## config.mk

```make
export PLATFORM = sky130hd
export DESIGN_NAME = mem_port_arbiter_flat
export DESIGN_NICKNAME = d
export VERILOG_FILES = /design/src/rtl/mem_port_arbiter_if.sv /design/src/rtl/mem_port_arbiter.sv /design/src/flat_wrapper.sv
export SDC_FILE = /design/constraint.sdc
export NUM_CORES = 1
export LEC_CHECK = 0
export ABC_AREA = 0
export BUFFER_PORTS_ARGS = -buffer_cell sky130_fd_sc_hd__buf_2
export CAP_MARGIN = 0
export CORE_MARGIN = 2
export CORE_UTILIZATION = 35
export DETAILED_ROUTE_END_ITERATION = 8
export REMOVE_ABC_BUFFERS = 1
export SLEW_MARGIN = 20
export SYNTH_ARGS = -nofsm -noshare
export SYNTH_HDL_FRONTEND = slang
export SYNTH_SLANG_ARGS = --single-unit
```

## constraint.sdc

```tcl
create_clock -name clk -period 2 [get_ports clk]
set_clock_uncertainty 0.05 [all_clocks]
set_input_delay 0.1 -clock clk [delete_from_list [all_inputs] [get_ports clk]]
set_output_delay 0.1 -clock clk [all_outputs]
set_load 0.02 [all_outputs]
```

## src/rtl/mem_port_arbiter_if.sv

```systemverilog
// Bundle of all handshake/bus signals around mem_port_arbiter: the fetch
// requester (imem_*), the data requester (dmem_*) and the shared downstream
// memory port (mem_*). The arbiter takes the slave view. The pipeline plus
// the memory model take the master view.
interface mem_port_arbiter_if #(
    parameter int ADDR_WIDTH = 32,
    parameter int DATA_WIDTH = 32
);
    localparam int MASK_WIDTH = DATA_WIDTH / 8;

    // Instruction-fetch requester
    logic [ADDR_WIDTH-1:0] imem_addr;
    logic [MASK_WIDTH-1:0] imem_rmask;
    logic [DATA_WIDTH-1:0] imem_rdata;
    logic                  imem_resp;

    // Data requester
    logic [ADDR_WIDTH-1:0] dmem_addr;
    logic [MASK_WIDTH-1:0] dmem_rmask;
    logic [MASK_WIDTH-1:0] dmem_wmask;
    logic [DATA_WIDTH-1:0] dmem_wdata;
    logic [DATA_WIDTH-1:0] dmem_rdata;
    logic                  dmem_resp;

    // Shared downstream memory port
    logic [ADDR_WIDTH-1:0] mem_addr;
    logic [MASK_WIDTH-1:0] mem_rmask;
    logic [MASK_WIDTH-1:0] mem_wmask;
    logic [DATA_WIDTH-1:0] mem_wdata;
    logic [DATA_WIDTH-1:0] mem_rdata;
    logic                  mem_resp;

    modport slave (
        input  imem_addr, imem_rmask,
        output imem_rdata, imem_resp,
        input  dmem_addr, dmem_rmask, dmem_wmask, dmem_wdata,
        output dmem_rdata, dmem_resp,
        output mem_addr, mem_rmask, mem_wmask, mem_wdata,
        input  mem_rdata, mem_resp
    );

    modport master (
        output imem_addr, imem_rmask,
        input  imem_rdata, imem_resp,
        output dmem_addr, dmem_rmask, dmem_wmask, dmem_wdata,
        input  dmem_rdata, dmem_resp,
        input  mem_addr, mem_rmask, mem_wmask, mem_wdata,
        output mem_rdata, mem_resp
    );
endinterface

```

## src/rtl/mem_port_arbiter.sv

```systemverilog
// mem_port_arbiter: shares one memory port between the fetch (imem) and
// data (dmem) requesters. Each port latches its single-cycle request pulse
// into a one-entry pending buffer. An IDLE cycle issues the granted buffer
// downstream for exactly one cycle. The FSM then waits for mem_resp and
// routes it to the owner in that same cycle. On a tie, the port that was not
// served last is granted, so the first tie after reset goes to dmem.
// Optional feature macro: MEM_ARB_PERF_EN adds saturating grant/conflict
// counters (perf_imem_grants, perf_dmem_grants, perf_conflict_cycles).
module mem_port_arbiter #(
    parameter int ADDR_WIDTH     = 32,
    parameter int DATA_WIDTH     = 32,
    parameter int PERF_CNT_WIDTH = 32
) (
    input  logic                      clk,
    input  logic                      rst,
    mem_port_arbiter_if.slave         bus
`ifdef MEM_ARB_PERF_EN
    ,
    output logic [PERF_CNT_WIDTH-1:0] perf_imem_grants,
    output logic [PERF_CNT_WIDTH-1:0] perf_dmem_grants,
    output logic [PERF_CNT_WIDTH-1:0] perf_conflict_cycles
`endif
);
    localparam int MASK_WIDTH = DATA_WIDTH / 8;
    localparam int PORTS      = 2;   // index 0 = imem, 1 = dmem

    typedef enum logic [1:0] {IDLE, WAIT_I, WAIT_D} state_t;

    state_t state_reg;
    logic   last_grant_d_reg;        // 0: imem served last, 1: dmem served last

    // Per-port request view. imem has no write side, so it is tied off.
    logic [ADDR_WIDTH-1:0] in_addr  [PORTS];
    logic [MASK_WIDTH-1:0] in_rmask [PORTS];
    logic [MASK_WIDTH-1:0] in_wmask [PORTS];
    logic [DATA_WIDTH-1:0] in_wdata [PORTS];

    logic [PORTS-1:0]      req;
    logic [PORTS-1:0]      clear;
    logic [PORTS-1:0]      accept;
    logic [PORTS-1:0]      buf_valid;
    logic [ADDR_WIDTH-1:0] buf_addr  [PORTS];
    logic [MASK_WIDTH-1:0] buf_rmask [PORTS];
    logic [MASK_WIDTH-1:0] buf_wmask [PORTS];
    logic [DATA_WIDTH-1:0] buf_wdata [PORTS];

    logic grant_i;
    logic grant_d;

    assign in_addr[0]  = bus.imem_addr;
    assign in_rmask[0] = bus.imem_rmask;
    assign in_wmask[0] = '0;
    assign in_wdata[0] = '0;
    assign in_addr[1]  = bus.dmem_addr;
    assign in_rmask[1] = bus.dmem_rmask;
    assign in_wmask[1] = bus.dmem_wmask;
    assign in_wdata[1] = bus.dmem_wdata;

    // A buffer is released in the cycle its owner's response is returned.
    assign clear[0] = (state_reg == WAIT_I) && bus.mem_resp;
    assign clear[1] = (state_reg == WAIT_D) && bus.mem_resp;

    genvar gi;
    generate
        for (gi = 0; gi < PORTS; gi++) begin : g_port
            logic                  valid_reg;
            logic [ADDR_WIDTH-1:0] addr_reg;
            logic [MASK_WIDTH-1:0] rmask_reg;
            logic [MASK_WIDTH-1:0] wmask_reg;
            logic [DATA_WIDTH-1:0] wdata_reg;

            assign req[gi] = (|in_rmask[gi]) | (|in_wmask[gi]);
            // A new request is taken when the buffer is free or is being
            // released this very cycle. Capture beats clear.
            assign accept[gi] = req[gi] && (!valid_reg || clear[gi]);

            // Pending-buffer capture/release for this port
            always_ff @(posedge clk) begin
                if (rst) begin
                    valid_reg <= 1'b0;
                    addr_reg  <= '0;
                    rmask_reg <= '0;
                    wmask_reg <= '0;
                    wdata_reg <= '0;
                end else if (accept[gi]) begin
                    valid_reg <= 1'b1;
                    addr_reg  <= in_addr[gi];
                    rmask_reg <= in_rmask[gi];
                    wmask_reg <= in_wmask[gi];
                    wdata_reg <= in_wdata[gi];
                end else if (clear[gi]) begin
                    valid_reg <= 1'b0;
                end
            end

            assign buf_valid[gi] = valid_reg;
            assign buf_addr[gi]  = addr_reg;
            assign buf_rmask[gi] = rmask_reg;
            assign buf_wmask[gi] = wmask_reg;
            assign buf_wdata[gi] = wdata_reg;
        end
    endgenerate

    // Grant only from IDLE. On a tie, serve the port that was not served last.
    assign grant_d = (state_reg == IDLE) && buf_valid[1] && (!buf_valid[0] || !last_grant_d_reg);
    assign grant_i = (state_reg == IDLE) && buf_valid[0] && (!buf_valid[1] || last_grant_d_reg);

    // Transaction sequencer: one issue cycle in IDLE, then wait for mem_resp
    always_ff @(posedge clk) begin
        if (rst) begin
            state_reg        <= IDLE;
            last_grant_d_reg <= 1'b0;
        end else begin
            case (state_reg)
                IDLE: begin
                    if (grant_d) begin
                        state_reg <= WAIT_D;
                    end else if (grant_i) begin
                        state_reg <= WAIT_I;
                    end
                end
                WAIT_I: begin
                    if (bus.mem_resp) begin
                        state_reg        <= IDLE;
                        last_grant_d_reg <= 1'b0;
                    end
                end
                WAIT_D: begin
                    if (bus.mem_resp) begin
                        state_reg        <= IDLE;
                        last_grant_d_reg <= 1'b1;
                    end
                end
                default: state_reg <= IDLE;
            endcase
        end
    end

    // Downstream request: driven from the granted buffer for the IDLE cycle only
    always_comb begin
        bus.mem_addr  = '0;
        bus.mem_rmask = '0;
        bus.mem_wmask = '0;
        bus.mem_wdata = '0;
        if (grant_d) begin
            bus.mem_addr  = buf_addr[1];
            bus.mem_rmask = buf_rmask[1];
            bus.mem_wmask = buf_wmask[1];
            bus.mem_wdata = buf_wdata[1];
        end else if (grant_i) begin
            bus.mem_addr  = buf_addr[0];
            bus.mem_rmask = buf_rmask[0];
        end
    end

    // Response routing is combinational. A mem_resp seen in IDLE matches no clear and is dropped.
    assign bus.imem_resp  = clear[0];
    assign bus.dmem_resp  = clear[1];
    assign bus.imem_rdata = bus.mem_rdata;
    assign bus.dmem_rdata = bus.mem_rdata;

`ifdef MEM_ARB_PERF_EN
    logic [2:0]                perf_inc;
    logic [PERF_CNT_WIDTH-1:0] perf_cnt [3];

    assign perf_inc = {buf_valid[0] & buf_valid[1], grant_d, grant_i};

    generate
        for (gi = 0; gi < 3; gi++) begin : g_perf
            logic [PERF_CNT_WIDTH-1:0] cnt_reg;

            // Saturating event counter
            always_ff @(posedge clk) begin
                if (rst) begin
                    cnt_reg <= '0;
                end else if (perf_inc[gi] && !(&cnt_reg)) begin
                    cnt_reg <= cnt_reg + PERF_CNT_WIDTH'(1);
                end
            end

            assign perf_cnt[gi] = cnt_reg;
        end
    endgenerate

    assign perf_imem_grants     = perf_cnt[0];
    assign perf_dmem_grants     = perf_cnt[1];
    assign perf_conflict_cycles = perf_cnt[2];
`else
    // Counter width only matters when the counters exist.
    generate
        if (PERF_CNT_WIDTH < 1) begin : g_perf_width_unused
        end
    endgenerate
`endif

    // Requesters must wait for their response before asking again.
    a_imem_no_overlap: assert property (@(posedge clk) disable iff (rst)
        !(req[0] && buf_valid[0] && !clear[0]));
    a_dmem_no_overlap: assert property (@(posedge clk) disable iff (rst)
        !(req[1] && buf_valid[1] && !clear[1]));
    // A data access is either a load or a store, never both.
    a_dmem_rw_exclusive: assert property (@(posedge clk) disable iff (rst)
        !((|bus.dmem_rmask) && (|bus.dmem_wmask)));
endmodule

```

## src/flat_wrapper.sv

```systemverilog
// flat-port wrapper written by rule: the top's interface ports become plain ports
module mem_port_arbiter_flat 
#(
    parameter int ADDR_WIDTH     = 32,
    parameter int DATA_WIDTH     = 32,
    parameter int PERF_CNT_WIDTH = 32
)
  (clk, rst, bus_imem_addr, bus_imem_rmask, bus_imem_rdata, bus_imem_resp, bus_dmem_addr, bus_dmem_rmask, bus_dmem_wmask, bus_dmem_wdata, bus_dmem_rdata, bus_dmem_resp, bus_mem_addr, bus_mem_rmask, bus_mem_wmask, bus_mem_wdata, bus_mem_rdata, bus_mem_resp);
  mem_port_arbiter_if #(.ADDR_WIDTH(ADDR_WIDTH), .DATA_WIDTH(DATA_WIDTH)) bus_i ();
  input  logic clk;
  input  logic rst;
  input wire logic [$bits(bus_i.imem_addr)-1:0] bus_imem_addr;
  input wire logic [$bits(bus_i.imem_rmask)-1:0] bus_imem_rmask;
  output wire logic [$bits(bus_i.imem_rdata)-1:0] bus_imem_rdata;
  output wire logic [$bits(bus_i.imem_resp)-1:0] bus_imem_resp;
  input wire logic [$bits(bus_i.dmem_addr)-1:0] bus_dmem_addr;
  input wire logic [$bits(bus_i.dmem_rmask)-1:0] bus_dmem_rmask;
  input wire logic [$bits(bus_i.dmem_wmask)-1:0] bus_dmem_wmask;
  input wire logic [$bits(bus_i.dmem_wdata)-1:0] bus_dmem_wdata;
  output wire logic [$bits(bus_i.dmem_rdata)-1:0] bus_dmem_rdata;
  output wire logic [$bits(bus_i.dmem_resp)-1:0] bus_dmem_resp;
  output wire logic [$bits(bus_i.mem_addr)-1:0] bus_mem_addr;
  output wire logic [$bits(bus_i.mem_rmask)-1:0] bus_mem_rmask;
  output wire logic [$bits(bus_i.mem_wmask)-1:0] bus_mem_wmask;
  output wire logic [$bits(bus_i.mem_wdata)-1:0] bus_mem_wdata;
  input wire logic [$bits(bus_i.mem_rdata)-1:0] bus_mem_rdata;
  input wire logic [$bits(bus_i.mem_resp)-1:0] bus_mem_resp;
  assign bus_i.imem_addr = bus_imem_addr;
  assign bus_i.imem_rmask = bus_imem_rmask;
  assign bus_imem_rdata = bus_i.imem_rdata;
  assign bus_imem_resp = bus_i.imem_resp;
  assign bus_i.dmem_addr = bus_dmem_addr;
  assign bus_i.dmem_rmask = bus_dmem_rmask;
  assign bus_i.dmem_wmask = bus_dmem_wmask;
  assign bus_i.dmem_wdata = bus_dmem_wdata;
  assign bus_dmem_rdata = bus_i.dmem_rdata;
  assign bus_dmem_resp = bus_i.dmem_resp;
  assign bus_mem_addr = bus_i.mem_addr;
  assign bus_mem_rmask = bus_i.mem_rmask;
  assign bus_mem_wmask = bus_i.mem_wmask;
  assign bus_mem_wdata = bus_i.mem_wdata;
  assign bus_i.mem_rdata = bus_mem_rdata;
  assign bus_i.mem_resp = bus_mem_resp;
  mem_port_arbiter #(.ADDR_WIDTH(ADDR_WIDTH), .DATA_WIDTH(DATA_WIDTH), .PERF_CNT_WIDTH(PERF_CNT_WIDTH)) u_core (.clk(clk), .rst(rst), .bus(bus_i));
endmodule
```

==> summary.md, run 1 <==
| Metric | Value |
|---|---|
| Global-route wire length before repair | `approximately 30 mm` |
| Net Sw Frac | `25.54%` |
| Mean Syn Cell Area | `around 9.4 sq um` |
| Commonest cells after routing, fill and taps aside | `144 x nand2b_1, 120 x buf_2, 111 x dfxtp_1, 108 x dlygate4sd3_1, 72 x mux2i_1` |
| Max reg flops | `64` |
| Final Max Tran Viols | `0` |
| Combinational Power Share | `between 20% and 30%` |
| CP Max Fanout | `5` |
| Synth unique cells | `29` |
| Critical path capture point type | `output port` |
| Ratio of cells with drive above 1 in the final layout | `between 30% and 40%` |
| Mapped Cells | `about 660` |
| Post-DRT Antenna Nets | `0` |
| Rel. slew slack | `between 60% and 70%` |
| CTS tree | `yes` |
| Wire per inst | `18.49 um` |
| Final net count | `a little over 1000` |
| Status | `completed` |
| Initial antenna violation count | `0` |
| Ant. Diodes | `0` |
| FF-to-FF Start | `u_core.state_reg[0]` |
| Top FF cell, synth | `dfxtp_1` |
| Internal cell power | `~5500 uW` |
| Critical-path cell list | `inv_2 -> ha_4 -> nand2_2 -> a21oi_4 -> buf_12 -> clkbuf_16 -> a22o_1 -> buf_6` |
| Crit path buf inv count | `4` |
| Ys async rst share | `0%` |
| # IOs | `roughly 280` |
| Number of flops mapped to enable cells by yosys | `0` |
| YS warnings | `0` |
| DP HPWL | `approximately 12 mm` |
| Die W | `~140 um` |
| Ranking of synthesized cells by area | `dfxtp_1 37%, nand2b_1 15%, mux2i_1 12%` |
| Busiest metal layer after global routing | `met2` |
| Clock power frac | `between 40% and 50%` |
| CORE AREA | `about 17000 sq um` |
| Critical Path Start Type | `flip-flop` |
| Switching power | `between 1500 and 2000 uW` |
| GRT met1 Usage | `between 20% and 30%` |
| Routed WL | `slightly above 20 mm` |
| FMAX | `~500 MHz` |
| CP delay by family, top | `buffers and inverters` |
| Iter 0 DRT Violations | `237` |
| CP Class | `flip-flop to output port` |
| Drc violations | `0` |
| Clock transition at path regs | `around 0.060 ns` |
| Tot GR Track Use | `21.72%` |
| Placed cells | `just under 1000` |
| Buffers added on ports | `about 180` |
| Non-Filler Instances | `approximately 1100` |
| Minimum clock period | `slightly below 2 ns` |
| Total of max-cap violations | `0` |
| GR Util met2 | `about a third` |
| Pwr per Cell Area | `~790 nW/um^2` |
| Final Instance Area | `roughly 9000 sq um` |
| RD Place Congestion | `around 0.8` |
| Setup ws final | `0.01076 ns` |
| H-tree depth | `4` |
| Seq cells post-synth | `~110` |
| Clock sinks | `approximately 110` |
| RSZ-0062 raised after global routing | `yes` |
| Slowest stage delay, CP | `around 0.32 ns` |
| # rows | `48` |
| Vias in the first global route | `5371` |
| Min-delay src | `rst` |
| CP arrival | `between 1.5 and 2 ns` |
| Util after Layout | `a little over half` |
| Dpl ws | `approximately 0.26 ns` |
| CP max stage cell | `dfxtp_2` |
| CTS Buf Count | `17` |
| Maximum buffer depth of the clock tree | `2` |
| Hold violation count in the final report | `0` |
| Synth Cell Area | `6176 sq um` |
| Global route overflow | `0` |
| Measured slew at the worst slew-check pin | `around 0.5 ns` |
| Final Setup Violations | `0` |
| Synth area leader | `dfxtp_1` |
| Synth-to-layout area growth | `49.74%` |
| Worst min path class | `primary input to flip-flop` |
| Dpl cell area | `6820 sq um` |
| Met3 Usage GRT | `between 10% and 20%` |
| Vias per cell | `4.831` |
| Total Die Area | `approximately 19000 sq um` |
| Fin crit share | `99.46%` |
| VDD IR max | `0.6294 mV` |
| Initial core utilization | `roughly 36%` |
| Critical Path Source | `u_core.state_reg[0]` |
| Top cell type's share of synthesized area | `a little over a third` |
| Worst Path Required | `between 1.5 and 2 ns` |
| Leakage | `0.004086 uW` |
| Setup TNS | `0 ns` |
| Register area share after synthesis | `36.63%` |
| Sequential share of power | `around 34%` |
| DR pass1 iterations | `5` |
| Commonest non-fill, non-tap cell in the layout | `nand2b_1` |
| Root buffer cell | `clkbuf_16` |
| Routed via count | `between 5000 and 6000` |
| Die Y | `136.8 um` |
| Largest net degree at the start of global routing | `80` |
| Clock insertion delay at the later pin of the skew report | `0.41 ns` |
## cell families (layout without fill, tap and decap cells)
logic type	after synthesis	in the layout	share of synthesized area (%)
AND/OR/NAND/NOR	228	228	25.04
AO/OA/AOI/OAI	122	122	12.86
buffers and inverters	120	359	13.19
flip-flops	113	113	36.63
multiplexers	72	72	11.67
adder cells (fa/ha/maj)	3	3	0.6078
## worst paths after layout
check	endpoint	slack [ns]	depth (start not counted)
hold reg to reg	u_core.g_port[1].wdata_reg[12]	0.42	2
setup / recovery	bus_mem_addr[23]	0.01	8
setup reg to reg	u_core.g_port[0].addr_reg[2]	0.08	7
hold / removal	u_core.g_port[0].addr_reg[3]	0.05	2
## worst reg2reg max path, stage by stage (launching register included)
cell,delay (ns)
dfxtp_2,0.33
buf_4,0.10
buf_4,0.10
ha_1,0.23
a21bo_2,0.49
buf_12,0.28
nand3_2,0.11
a21oi_1,0.16
## what timing repair did
action                                  CTS  global route
buffers inserted                          9             3
hold buffers                            108             0
pin swaps                                11            15
resized for setup                        88            52
endpoints found under the setup margin   72            70
gates cloned                              7             3
hold endpoints to repair                109             0
## per-stage QoR
step                      total power, uW  hold WS (ns)
after floorplan                      3208        0.1124
after global placement               3622        0.1502
after detailed placement             3627        0.1502
after CTS                            7359       0.02381
after global routing                 7649       0.04870
final                                7336       0.05433
## layer usage
metal | part of all wire (%) | vias to the layer above
li1 | - | 2622
met1 | 43 | 2541
met2 | 45 | 235
met3 | 10 | 20
met4 | 1.1 | 2
met5 | 0.29 | -
## power groups by stage
| stage | logic [uW] | registers [uW] | clock network (uW) |
|---|---|---|---|
| after global placement | 1080 | 2540 | 0 |
| after floorplan | 683 | 2520 | 0 |
| after global routing | 1670 | 2520 | 3450 |
| final | 1560 | 2500 | 3270 |
| after CTS | 1510 | 2500 | 3350 |
| after detailed placement | 1080 | 2540 | 0 |
## synthesized netlist by cell type (all sizes together) (3+ instances only)
cell	instances
a21oi	41
a22o	36
and2	37
buf	92
clkbuf	24
dfxtp	113
ha	3
inv	4
mux2i	72
nand2	8
nand2b	144
nand3	32
nor4	3
o21ai	39
## layout make-up
class                      count  area [sq um]
fill                        1525          8049
multi-input combinational    425          3158
timing repair buffer         323          2889
sequential                   113          2265
clock buffer                  22         484.2
tap                          225         281.5
clock inverter                10         155.1
inverter                       4         15.01
No activity file was read; power rests on OpenSTA's default activity.
==> run 2: changes to the inputs <==
PLACE_DENSITY = 0.7   (was default)
==> run 2 against run 1 <==
Routed wire length increased by 3.0%. Highest routed layer unchanged. Combinational power decreased by 3%. Core utilization decreased by 0.86 points. Register-to-register slack improved by 0.10 ns. Total power decreased by 3.6%. Critical path depth unchanged. Sequential power about the same. Critical path type unchanged. Critical endpoint is now bus_mem_addr[18]. Worst setup slack improved by 0.027 ns.
==> summary.md, run 2 (synthesized netlist as in run 1, its figures left out) <==
| Metric | Value |
|---|---|
| Wire per inst | `19.12 um (was 18.49 um)` |
| Drc violations | `0 (unchanged)` |
| Initial core utilization | `35.71% (unchanged)` |
| Final Instance Area | `9099 sq um (was 9248 sq um)` |
| Routed via count | `5588 (was 5420)` |
| Clock sinks | `113 (unchanged)` |
| Vias in the first global route | `5589 (was 5371)` |
| Pwr per Cell Area | `777.4 nW/um^2 (was 793.3 nW/um^2)` |
| CP Max Fanout | `13 (was 5)` |
| Vias per cell | `4.998 (was 4.831)` |
| Worst Path Required | `1.85 ns (about the same)` |
| Commonest cells after routing, fill and taps aside | `144 x nand2b_1, 129 x buf_2, 110 x dfxtp_1, 109 x dlygate4sd3_1, 72 x mux2i_1 (was 144 x nand2b_1, 120 x buf_2, 111 x dfxtp_1, 108 x dlygate4sd3_1, 72 x mux2i_1)` |
| Post-DRT Antenna Nets | `0 (unchanged)` |
| CTS Buf Count | `17 (unchanged)` |
| RD Place Congestion | `0.7295 (was 0.7785)` |
| Hold violation count in the final report | `0 (unchanged)` |
| # IOs | `281 (unchanged)` |
| Setup TNS | `0 ns (unchanged)` |
| Root buffer cell | `clkbuf_16 (unchanged)` |
| CP arrival | `1.81 ns (was 1.84 ns)` |
| VDD IR max | `0.5879 mV (was 0.6294 mV)` |
| Final Setup Violations | `0 (unchanged)` |
| Slowest stage delay, CP | `0.32 ns (about the same)` |
| Ant. Diodes | `0 (unchanged)` |
| FMAX | `509.6 MHz (was 502.7 MHz)` |
| Total of max-cap violations | `0 (unchanged)` |
| Critical path capture point type | `output port (unchanged)` |
| RSZ-0062 raised after global routing | `yes (unchanged)` |
| Synth-to-layout area growth | `47.33% (was 49.74%)` |
| Dpl cell area | `6795 sq um (was 6820 sq um)` |
| CORE AREA | `17300 sq um (unchanged)` |
| Worst min path class | `primary input to flip-flop (unchanged)` |
| Global-route wire length before repair | `29.92 mm (was 30.17 mm)` |
| Routed WL | `21.37 mm (was 20.74 mm)` |
| # rows | `48 (unchanged)` |
| Iter 0 DRT Violations | `314 (was 237)` |
| H-tree depth | `4 (unchanged)` |
| Maximum buffer depth of the clock tree | `2 (unchanged)` |
| Clock insertion delay at the later pin of the skew report | `0.41 ns (about the same)` |
| Buffers added on ports | `184 (unchanged)` |
| Final net count | `1026 (was 1030)` |
| Rel. slew slack | `60.27% (was 67.18%)` |
| Critical-path cell list | `inv_2 -> ha_4 -> nand2_2 -> a21oi_4 -> buf_12 -> buf_12 -> a22o_1 -> buf_4 (was inv_2 -> ha_4 -> nand2_2 -> a21oi_4 -> buf_12 -> clkbuf_16 -> a22o_1 -> buf_6)` |
| Fin crit share | `98.12% (was 99.46%)` |
| Critical Path Start Type | `flip-flop (unchanged)` |
| Die Y | `136.8 um (unchanged)` |
| DR pass1 iterations | `4 (was 5)` |
| Total Power | `7073 uW (was 7336 uW)` |
| Leakage | `0.004032 uW (was 0.004086 uW)` |
| Number of fill cells in the layout | `1474 (was 1525)` |
| CTS tree | `yes (unchanged)` |
| Global route overflow | `0 (unchanged)` |
| DP HPWL | `11.65 mm (was 11.69 mm)` |
| Status | `completed (unchanged)` |
| Die W | `136.8 um (unchanged)` |
| Measured slew at the worst slew-check pin | `0.5960 ns (was 0.4924 ns)` |
| CP Class | `flip-flop to output port (unchanged)` |
| Util after Layout | `52.60% (was 53.46%)` |
| Clock transition at path regs | `0.06 ns (about the same)` |
| Tot GR Track Use | `21.31% (was 21.72%)` |
| Initial antenna violation count | `0 (unchanged)` |
| CP max stage cell | `dfxtp_2 (unchanged)` |
| Setup ws final | `0.03756 ns (was 0.01076 ns)` |
| Final Max Tran Viols | `0 (unchanged)` |
| Ratio of cells with drive above 1 in the final layout | `34.94% (was 33.44%)` |
| Dpl ws | `0.2922 ns (was 0.2613 ns)` |
| Max reg flops | `64 (unchanged)` |
| Total Die Area | `18720 sq um (unchanged)` |
| Cell mode on critical path | `buf_12` |
| Largest net degree at the start of global routing | `107 (was 80)` |
| Minimum clock period | `1.962 ns (was 1.989 ns)` |
| Commonest non-fill, non-tap cell in the layout | `nand2b_1 (unchanged)` |
## run 2: per-stage QoR
| step | std cells | hold slack, ns |
|---|---|---|
| 2_1_floorplan | 542 | 0.1124 |
| 5_1_grt | 1118 | 0.1502 |
| 3_5_place_dp | 964 | 0.1503 |
| 6_report | 1118 | 0.1336 |
| 3_3_place_gp | 964 | 0.1503 |
| 4_1_cts | 1115 | 0.09348 |
## run 2: final timing paths
| check | startpoint | end | slack (ns) | cells past startpoint |
|---|---|---|---|---|
| max reg2reg | u_core.state_reg[0] | u_core.g_port[1].wdata_reg[4] | 0.18 | 7 |
| min | bus_mem_resp | u_core.g_port[1].valid_reg | 0.13 | 4 |
| min reg2reg | u_core.g_port[1].wdata_reg[26] | u_core.g_port[1].wdata_reg[26] | 0.42 | 2 |
| max | u_core.state_reg[1] | bus_mem_addr[18] | 0.04 | 8 |
## run 2: area by class of cell
class | instances | area, sq um | share of cell area, %
multi-input combinational | 425 | 3203 | 35.20
timing repair buffer | 319 | 2745 | 30.17
clock buffer | 21 | 450.4 | 4.950
clock inverter | 11 | 137.6 | 1.513
tap | 225 | 281.5 | 3.094
inverter | 4 | 15.01 | 0.1650
sequential | 113 | 2266 | 24.90
## run 2: timing repair
| item | in CTS | in global routing |
|---|---|---|
| endpoints found under the hold margin | 109 | 0 |
| hold buffers | 109 | 0 |
| cloned | 3 | 3 |
| setup buffers | 7 | 2 |
| resized for setup | 71 | 72 |
| setup endpoints to repair | 69 | 59 |
| pin swaps | 9 | 17 |
## run 2: power breakdown
group          total (uW)  switching, uW  internal (uW)
registers            2510           91.8           2420
logic                1520            720            803
clock network        3040           1060           1980
## run 2: worst max-delay path, delay by kind of cell, from the launching register on
kind | cells | cell delay (ns)
AO/OA/AOI/OAI | 2 | 0.33
AND/OR/NAND/NOR | 1 | 0.08
adder cells (fa/ha/maj) | 1 | 0.16
flip-flops | 1 | 0.32
buffers and inverters | 4 | 0.50
## run 2: layer usage
metal / vias up / global-route usage, % / share of wire, %
li1: 2603 / - / -
met2: 310 / 32.94 / 46
met1: 2642 / 24.60 / 41
met5: - / 4.167 / 0.30
met3: 30 / 12.11 / 11
met4: 3 / 6.816 / 1.5
==> run 3: changes to the inputs <==
REMOVE_ABC_BUFFERS = default   (was 1)
==> run 3 against run 2 <==
The flow now finishes with violations (setup timing). First-iteration DRC count shrank 38%. Combinational power barely moved. Non-clock buffer count down 3. Critical endpoint is now bus_mem_wdata[6]. Cell count shrank 0.27%. Worst setup slack got worse by 0.041 ns. Total power is 1.7% lower. Hold slack worse by 0.029 ns. Die area stayed put. Sequential share of layout area rose by 0.058 points. Count of clock-buffer cells in the layout stayed put.
==> summary.md, run 3 (synthesized netlist as in run 1, its figures left out) <==
| Metric | Value |
|---|---|
| Status | `complete, but fails checks (was completed)` |
| Failing checks | `setup timing` |
| Routed WL | `18.04 mm (was 21.37 mm)` |
| Global route overflow | `0 (unchanged)` |
| Slowest stage delay, CP | `0.33 ns (was 0.32 ns)` |
| VDD IR max | `0.5425 mV (was 0.5879 mV)` |
| Die W | `136.8 um (unchanged)` |
| Sequential share of power | `36.2% (was 35.5%)` |
| Commonest non-fill, non-tap cell in the layout | `nand2b_1 (unchanged)` |
| Hold violation count in the final report | `0 (unchanged)` |
| Maximum buffer depth of the clock tree | `2 (unchanged)` |
| Final Max Tran Viols | `0 (unchanged)` |
| Wire per inst | `16.18 um (was 19.12 um)` |
| # rows | `48 (unchanged)` |
| Min-delay src | `bus_mem_resp (unchanged)` |
| Syn_nets | `around 800` |
| Ant. Diodes | `0 (unchanged)` |
| FMAX | `499.0 MHz (was 509.6 MHz)` |
| Commonest cells after routing, fill and taps aside | `144 x nand2b_1, 111 x buf_2, 109 x dlygate4sd3_1, 109 x dfxtp_1, 72 x mux2i_1 (was 144 x nand2b_1, 129 x buf_2, 110 x dfxtp_1, 109 x dlygate4sd3_1, 72 x mux2i_1)` |
| Pwr per Cell Area | `765.5 nW/um^2 (was 777.4 nW/um^2)` |
| Total Die Area | `18720 sq um (unchanged)` |
| Global-route wire length before repair | `26.37 mm (was 29.92 mm)` |
| Switching power | `1849 uW (was 1872 uW)` |
| Largest net degree at the start of global routing | `78 (was 107)` |
| Measured slew at the worst slew-check pin | `0.5625 ns (was 0.5960 ns)` |
| Minimum clock period | `2.004 ns (was 1.962 ns)` |
| Cell mode on critical path | `buf_6 (was buf_12)` |
| Vias in the first global route | `5359 (was 5589)` |
| Clock transition at path regs | `0.05 ns (was 0.06 ns)` |
| H-tree depth | `4 (unchanged)` |
| CTS tree | `yes (unchanged)` |
| Routed via count | `5336 (was 5588)` |
| Critical-path cell list | `inv_2 -> ha_4 -> nand2_4 -> a21oi_4 -> buf_6 -> buf_16 -> and2_1 -> buf_6 (was inv_2 -> ha_4 -> nand2_2 -> a21oi_4 -> buf_12 -> buf_12 -> a22o_1 -> buf_4)` |
| CP arrival | `1.85 ns (was 1.81 ns)` |
| Fin crit share | `100.2% (was 98.12%)` |
| Max reg flops | `64 (unchanged)` |
| CP max stage cell | `dfxtp_2 (unchanged)` |
| Synth-to-layout area growth | `47.06% (was 47.33%)` |
| Dpl cell area | `6795 sq um (unchanged)` |
| Combinational Power Share | `21.5% (about the same)` |
| Util after Layout | `52.51% (was 52.60%)` |
| FF-to-FF Start | `u_core.state_reg[0] (unchanged)` |
| Rel. slew slack | `62.50% (was 60.27%)` |
| Worst min path class | `primary input to flip-flop (unchanged)` |
| Setup TNS | `-0.003842 ns (was 0 ns)` |
| Buffers added on ports | `184 (unchanged)` |
| Ratio of cells with drive above 1 in the final layout | `33.93% (was 34.94%)` |
| Initial antenna violation count | `0 (unchanged)` |
| Leakage | `0.004002 uW (was 0.004032 uW)` |
| DP HPWL | `9.617 mm (was 11.65 mm)` |
| Clock sinks | `113 (unchanged)` |
| Iter 0 DRT Violations | `196 (was 314)` |
| Internal cell power | `5103 uW (was 5201 uW)` |
| Drc violations | `0 (unchanged)` |
| Tot GR Track Use | `18.32% (was 21.31%)` |
| Net Sw Frac | `26.60% (was 26.47%)` |
| Vias per cell | `4.786 (was 4.998)` |
| Setup ws final | `-0.003842 ns (was 0.03756 ns)` |
| Worst R2R Setup Slack | `0.26 ns (was 0.18 ns)` |
| CORE AREA | `17300 sq um (unchanged)` |
| Root buffer cell | `clkbuf_16 (unchanged)` |
| Final net count | `1023 (was 1026)` |
| Clock insertion delay at the later pin of the skew report | `0.40 ns (was 0.41 ns)` |
| Worst Path Required | `1.85 ns (about the same)` |
| Final Instance Area | `9082 sq um (was 9099 sq um)` |
| Final Setup Violations | `1 (was 0)` |
| DR pass1 iterations | `4 (unchanged)` |
| Critical path capture point type | `output port (unchanged)` |
| CP Max Fanout | `19 (was 13)` |
| Die Y | `136.8 um (unchanged)` |
| CTS Buf Count | `17 (unchanged)` |
| CP Class | `flip-flop to output port (unchanged)` |
| Initial core utilization | `35.71% (unchanged)` |
| Critical Path Source | `u_core.state_reg[1] (unchanged)` |
| Total of max-cap violations | `0 (unchanged)` |
| # IOs | `281 (unchanged)` |
| Clock power frac | `42.3% (was 43.0%)` |
| RSZ-0062 raised after global routing | `yes (unchanged)` |
| Post-DRT Antenna Nets | `0 (unchanged)` |
| RD Place Congestion | `0.7333 (was 0.7295)` |
| Critical Path Start Type | `flip-flop (unchanged)` |
## run 3: what timing repair did
item                                    in CTS  in global routing
endpoints found under the setup margin      72                 72
hold buffers                               109                  0
setup buffers                                3                  1
pin swaps                                    3                 13
resized for setup                           63                 84
endpoints found under the hold margin      110                  0
cloned                                       2                  4
## run 3: worst paths after layout
| path | cells after the start | end |
|---|---|---|
| min | 4 | u_core.g_port[1].valid_reg |
| min reg2reg | 2 | u_core.g_port[1].wdata_reg[0] |
| max reg2reg | 6 | u_core.g_port[1].addr_reg[26] |
| max | 8 | bus_mem_wdata[6] |
## run 3: critical path: cells and delay by family, from the launching register on
| family | cells | cell delay, ns |
|---|---|---|
| compound gates | 1 | 0.18 |
| fa+ha+maj | 1 | 0.16 |
| buf+inv | 4 | 0.53 |
| flops | 1 | 0.33 |
| simple gates | 2 | 0.24 |
## run 3: routing by layer
layer	vias to the layer above	wire, um	global-route usage [%]
li1	2600	-	-
met1	2495	7666	21.20
met2	210	8825	31.31
met3	31	1218	6.185
met4	0	332	6.873
met5	-	0	0
## run 3: power by group through the flow
stage          sequential [uW]  clock, uW  combinational (uW)
2_1_floorplan             2520          0                 904
3_3_place_gp              2550          0                1060
3_5_place_dp              2550          0                1070
4_1_cts                   2510       3010                1350
5_1_grt                   2530       3130                1610
6_report                  2520       2940                1500
## run 3: layout make-up
cell class	count	area (sq um)
inverters	4	15.01
flip-flops and latches	113	2267
clock buffers	21	460.4
clock inverters	11	112.6
well taps	225	281.5
fillers	1473	8214
repair buffers	316	2765
multi-input cells	425	3181
## run 3: per-stage QoR
stage / worst slack, ns / hold slack [ns] / power [uW] / cells
floorplan: 0.5166 / 0.1805 / 3428 / 658
global placement: 0.3679 / 0.1502 / 3611 / 964
detailed placement: 0.2956 / 0.1502 / 3625 / 964
CTS: -0.02087 / 0.09023 / 6874 / 1110
global route: -0.09820 / 0.1245 / 7275 / 1115
finish: -0.003842 / 0.1042 / 6953 / 1115
